<file path="config.mk">
export PLATFORM = sky130hd
export DESIGN_NAME = result_deserializer
export DESIGN_NICKNAME = d
export VERILOG_FILES = /design/src/rtl/result_deser_pkg.sv /design/src/rtl/result_deserializer_chunk_assembler.sv /design/src/rtl/result_deserializer.sv
export SDC_FILE = /design/constraint.sdc
export NUM_CORES = 1
export LEC_CHECK = 0
export ABC_AREA = 1
export ABC_CLOCK_PERIOD_IN_PS = 3100
export CORE_UTILIZATION = 52
export DETAILED_ROUTE_END_ITERATION = 10
export MAX_ROUTING_LAYER = met4
export PLACE_DENSITY_LB_ADDON = 0.25
export SLEW_MARGIN = 0
export SYNTH_ARGS = -nofsm -noshare
export SYNTH_HDL_FRONTEND = slang
export SYNTH_SLANG_ARGS = --single-unit
</file>
<file path="constraint.sdc">
create_clock -name clk -period 3.1 [get_ports clk]
set_clock_uncertainty 0.15 [all_clocks]
set_input_delay 0.31 -clock clk [delete_from_list [all_inputs] [get_ports clk]]
set_output_delay 0.31 -clock clk [all_outputs]
set_load 0.01 [all_outputs]
</file>
<file path="src/rtl/result_deser_pkg.sv">
// Shared types and default sizing for the result deserializer.
package result_deser_pkg;

  typedef enum logic [1:0] {
    IDLE    = 2'd0,
    COLLECT = 2'd1,
    FULL    = 2'd2
  } state_t;

  localparam int DEF_CHUNK_W = 8;
  localparam int DEF_CHUNKS  = 3;
  localparam int DEF_WORDS   = 9;

  function automatic int word_width(input int chunk_w, input int chunks);
    return chunk_w * chunks;
  endfunction

endpackage

</file>
<file path="src/rtl/result_deserializer_chunk_assembler.sv">
// chunk_assembler: holds the first CHUNKS-1 slices of a word and presents the
// assembled word combinationally on the cycle its final slice arrives.
// Requires CHUNKS >= 2.
module chunk_assembler
  import result_deser_pkg::*;
#(
  parameter int CHUNK_W = DEF_CHUNK_W,
  parameter int CHUNKS  = DEF_CHUNKS,
  localparam int WORD_W = word_width(CHUNK_W, CHUNKS)
) (
  input  logic               clk,
  input  logic               rst,
  input  logic               clear_i,
  input  logic               capture_i,
  input  logic [CHUNK_W-1:0] in_data_i,
  output logic               word_ready_o,
  output logic [WORD_W-1:0]  word_o
);

  localparam int IDX_W  = (CHUNKS > 1) ? $clog2(CHUNKS) : 1;
  localparam int HELD_W = (CHUNKS - 1) * CHUNK_W;
  localparam logic [IDX_W-1:0] LAST_IDX = IDX_W'(CHUNKS - 1);

  logic [IDX_W-1:0]  idx_q, idx_d;
  logic [HELD_W-1:0] held_q, held_d;

  // Slice slot bookkeeping; the final slice bypasses the holding register.
  always_comb begin
    idx_d        = idx_q;
    held_d       = held_q;
    word_ready_o = capture_i && (idx_q == LAST_IDX);
    word_o       = {in_data_i, held_q};
    if (clear_i) begin
      idx_d = '0;
    end else if (capture_i) begin
      if (idx_q == LAST_IDX) begin
        idx_d = '0;
      end else begin
        held_d[idx_q*CHUNK_W +: CHUNK_W] = in_data_i;
        idx_d = idx_q + 1'b1;
      end
    end
  end

  // Slot index and held slices register.
  always_ff @(posedge clk) begin
    if (rst) begin
      idx_q  <= '0;
      held_q <= '0;
    end else begin
      idx_q  <= idx_d;
      held_q <= held_d;
    end
  end

endmodule

</file>
<file path="src/rtl/result_deserializer.sv">
// result_deserializer: rebuilds serialized result words into a WORDS-entry
// buffer with a random-access read port.
// Optional build macro RESULT_DESER_SUM_EN adds a 16-bit running checksum.
module result_deserializer
  import result_deser_pkg::*;
#(
  parameter int CHUNK_W = DEF_CHUNK_W,
  parameter int CHUNKS  = DEF_CHUNKS,
  parameter int WORDS   = DEF_WORDS,
  localparam int WORD_W = word_width(CHUNK_W, CHUNKS),
  localparam int AW     = $clog2(WORDS),
  localparam int CW     = $clog2(WORDS + 1)
) (
  input  logic               clk,
  input  logic               rst,
  input  logic               start_i,
  input  logic               in_valid_i,
  input  logic [CHUNK_W-1:0] in_data_i,
  input  logic [AW-1:0]      rd_addr_i,
  output logic [WORD_W-1:0]  rd_data_o,
  output logic [CW-1:0]      word_cnt_o,
  output logic               busy_o,
  output logic               frame_done_o,
`ifdef RESULT_DESER_SUM_EN
  output logic [15:0]        checksum_o,
`endif
  output logic               overflow_o
);

  localparam logic [CW-1:0] LAST_WORD = CW'(WORDS - 1);

  state_t            state_q, state_d;
  logic [CW-1:0]     cnt_q, cnt_d;
  logic              done_q, done_d;
  logic              ovf_q, ovf_d;
  logic [WORD_W-1:0] buf_q [WORDS];
  logic              capture;
  logic              word_ready;
  logic [WORD_W-1:0] word;
`ifdef RESULT_DESER_SUM_EN
  logic [15:0]       sum_q, sum_d;
`endif

  // start outranks a coincident slice, so the slice is never captured.
  assign capture = in_valid_i && (state_q == COLLECT) && !start_i;

  chunk_assembler #(
    .CHUNK_W (CHUNK_W),
    .CHUNKS  (CHUNKS)
  ) u_asm (
    .clk          (clk),
    .rst          (rst),
    .clear_i      (start_i),
    .capture_i    (capture),
    .in_data_i    (in_data_i),
    .word_ready_o (word_ready),
    .word_o       (word)
  );

  // Next-state, word counter and flag logic.
  always_comb begin
    state_d = state_q;
    cnt_d   = cnt_q;
    ovf_d   = ovf_q;
    done_d  = 1'b0;
`ifdef RESULT_DESER_SUM_EN
    sum_d   = sum_q;
`endif
    if (start_i) begin
      state_d = COLLECT;
      cnt_d   = '0;
      ovf_d   = 1'b0;
`ifdef RESULT_DESER_SUM_EN
      sum_d   = '0;
`endif
    end else begin
      case (state_q)
        IDLE: ;
        COLLECT: begin
          if (word_ready) begin
            cnt_d = cnt_q + 1'b1;
`ifdef RESULT_DESER_SUM_EN
            sum_d = sum_q + 16'(word);
`endif
            if (cnt_q == LAST_WORD) begin
              state_d = FULL;
              done_d  = 1'b1;
            end
          end
        end
        FULL: begin
          if (in_valid_i) ovf_d = 1'b1;
        end
        default: state_d = IDLE;
      endcase
    end
  end

  // State and flag registers.
  always_ff @(posedge clk) begin
    if (rst) begin
      state_q <= IDLE;
      cnt_q   <= '0;
      done_q  <= 1'b0;
      ovf_q   <= 1'b0;
`ifdef RESULT_DESER_SUM_EN
      sum_q   <= '0;
`endif
    end else begin
      state_q <= state_d;
      cnt_q   <= cnt_d;
      done_q  <= done_d;
      ovf_q   <= ovf_d;
`ifdef RESULT_DESER_SUM_EN
      sum_q   <= sum_d;
`endif
    end
  end

  // Result buffer; word_ready only fires in COLLECT, where cnt_q < WORDS.
  always_ff @(posedge clk) begin
    if (rst) begin
      for (int i = 0; i < WORDS; i++) buf_q[i] <= '0;
    end else if (word_ready) begin
      buf_q[cnt_q[AW-1:0]] <= word;
    end
  end

  assign rd_data_o    = (32'(rd_addr_i) < WORDS) ? buf_q[rd_addr_i] : '0;
  assign word_cnt_o   = cnt_q;
  assign busy_o       = (state_q == COLLECT);
  assign frame_done_o = done_q;
  assign overflow_o   = ovf_q;
`ifdef RESULT_DESER_SUM_EN
  assign checksum_o   = sum_q;
`endif

endmodule

</file>
==> results by group <==
Run status
  • Outcome: complete, no violations

GRT
  • Initial antenna violation count: 0
  • Largest net degree at the start of global routing: 75
  • All-Layer GR Usage: 27.8%
  • Vias in the first global route: 8322
  • First-pass GRT wire length: 45800 um
  • Overflow after GRT: 0

Clock network
  • Clk Latency, worst-skew pair: 0.52 ns
  • CTS root buffer: clkbuf_16
  • Clock Tree Buf Depth: 3
  • Total CTS buffers: 25
  • CTS Hold Bufs: 0
  • H-tree depth: 1
  • Clk slew on worst S/H paths: 0.06 ns
  • Post_cts resized: 0
  • Clock sinks: 242
  • CTS tree: done
  • Setup bufs post-CTS: 0

Flow run
  • Max-cap violation count: 0

Setup path
  • Critical Path RT: 2.64 ns
  • Crit path launch type: input pin
  • Crit path arrival time: 2.18 ns
  • Crit. End Element: output port
  • Critical path class: in -> out
  • Crit path from: rd_addr_i[0]
  • CP Max Fanout: 74
  • CP Cell Sequence: buf_4 -> buf_12 -> nor2_4 -> buf_4 -> nand3_1 -> nand2_1 -> nand2_1 -> nor2_1 -> clkdlybuf4s50_1
  • Critical path's slowest cell: clkdlybuf4s50_1
  • Origin of the critical flop-to-flop path: u_asm.idx_q[0]
  • Worst reg-to-reg path cell count: 9
  • Max stage delay on crit path: 0.57 ns

Route
  • Drt total wl: 29300 um
  • Via/cell ratio: 5.47
  • Antenna-violating nets left: 0
  • Wirelength per Cell: 18.3 um
  • Drt pass-1 iters: 5
  • Vias: 8748
  • Drt initial violations: 836
  • DRC viols: 0

Logic synthesis
  • Syn Area/Cell: 9.06 um^2
  • Yosys reg bits: 242
  • Ys Warns: 0
  • Sequential fraction of the synthesis area: 61.2%
  • Mapped cell area: 11400 um^2
  • Post-Syn Nets: 1288
  • Netlist cell types: 30
  • Syn Inst Count: 1263

Place
  • # port buffers: 46
  • Placer congestion estimate: 0.895
  • Post-placement cell area: 12200 um^2
  • DP HPWL: 18100 um
  • Placed cells: 1554

Floorplanning
  • # rows: 53
  • I/O pin count: 47
  • Die area: 22600 um^2
  • Die width: 150 um
  • Initial Util: 53.8%
  • Area of the core: 21300 um^2
  • Die Ht: 150 um

Layout
  • Design area: 13000 um^2
  • Fillers: 1785
  • Area grow syn2layout: 13.6%
  • Multi-input gate area: 3660 um^2
  • Share of cells above drive strength 1: 8.16%
  • Post-layout util: 61.1%
  • Sequential Area: 7010 um^2
  • Ant diodes: 0
  • Final cell count without fillers: 1599
  • Nets@finish: 1331

STA
  • Slew @ Worst Pin: 0.694 ns
  • RSZ-0062 raised after global routing: no
  • Setup tns final: 0 ns
  • Slew headroom: 53.6%
  • Endpoints failing setup: 0
  • Final hold vios: 0
  • Maximum achievable frequency: 0.378 GHz
  • Final slew viol count: 0
  • Final worst-path cycle share: 85.3%
  • Final Critical Period: 2.64 ns

Min path
  • Number of cells on the worst hold path: 3
  • Worst Hold Class: in -> reg
  • Hold Startpoint: start_i

Power and ir drop
  • Worst ir drop on vdd: 0.000377 V
  • Leak: 5.24 nW
  • Cell Pwr Density: 563 nW/um^2
  • Total Power: 7.32 mW
==> power breakdown <==
part / switching [mW] / leakage (nW) / internal (mW)
combinational: 0.410 / 2.45 / 0.201
sequential: 0.0353 / 2.38 / 3.66
clock: 1.22 / 0.407 / 1.80
total: 1.67 / 5.24 / 5.66
==> cells in the mapped netlist (all sizes together) <==
| cell | number | area [um^2] |
|---|---|---|
| edfxtp | 216 | 6490 |
| nand3 | 138 | 696 |
| buf | 47 | 314 |
| clkinv | 28 | 108 |
| nor3 | 5 | 57.6 |
| a21oi | 31 | 155 |
| nor2 | 281 | 1090 |
| clkbuf | 23 | 86.3 |
| inv | 74 | 278 |
| o31ai | 1 | 7.51 |
| a211oi | 1 | 7.51 |
| nand2 | 370 | 1450 |
| dfxtp | 26 | 521 |
| o21a | 1 | 7.51 |
| o21ai | 2 | 10.0 |
| nand4 | 10 | 62.6 |
| ha | 9 | 113 |
==> through the flow <==
stage | setup WS (ns) | hold slack (ns)
2_1_floorplan | 0.598 | 0.270
6_report | 0.457 | 0.273
3_3_place_gp | 0.484 | 0.307
4_1_cts | 0.475 | 0.265
5_1_grt | 0.309 | 0.298
3_5_place_dp | 0.478 | 0.307
==> area by class of cell <==
| cell class | instances | share of cell area [%] |
|---|---|---|
| sequential | 242 | 53.9 |
| clock inverter | 13 | 1.07 |
| tap | 275 | 2.65 |
| clock buffer | 32 | 5.24 |
| timing repair buffer | 86 | 6.04 |
| inverter | 102 | 2.96 |
| multi-input combinational | 849 | 28.2 |
==> metal layers <==
| metal | global-route usage, % | share of wire, % |
|---|---|---|
| met2 | 45.1 | 48 |
| met1 | 37.1 | 43 |
| met5 | - | 0 |
| met3 | 3.09 | 7.1 |
| met4 | 7.63 | 2.3 |
==> critical path, delay by kind of cell <==
family / cells / cell delay [ns]
and+or+nand+nor: 5 / 0.57
buffers and inverters: 4 / 1.25
==> worst paths after layout <==
check / to / slack, ns
worst min-delay path: state_q[0] / 0.27
worst max register to register: buf_q[2][4] / 0.55
worst min register to register: overflow_o / 0.32
worst max-delay path: rd_data_o[9] / 0.46
==> layout by cell type (no fill, tap or decap), types with 10 or more instances in the layout <==
cell	n
inv_1	71
buf_4	38
nand3_1	137
clkinv_1	30
nor2_1	275
clkdlybuf4s50_1	43
dfxtp_1	26
nand2_1	358
edfxtp_1	216
clkbuf_16	25
nand4_1	10
a21oi_1	31
==> flip-flops by register name (all words and copies together) (netlist names) <==
signal / count
u_asm.held_q: 16
word_cnt_o: 4
buf_q: 216
frame_done_o: 1
state_q: 2
overflow_o: 1
u_asm.idx_q: 2
==> kinds of logic after synthesis <==
group	after synthesis	share of synthesized area (%)
AOI/OAI and AO/OA	36	1.64
adders and majority gates	9	0.984
buffers and inverters	172	6.86
DFF	242	61.2
and+or+nand+nor	804	29.3
Note: power is estimated with default switching activity, not from simulation.
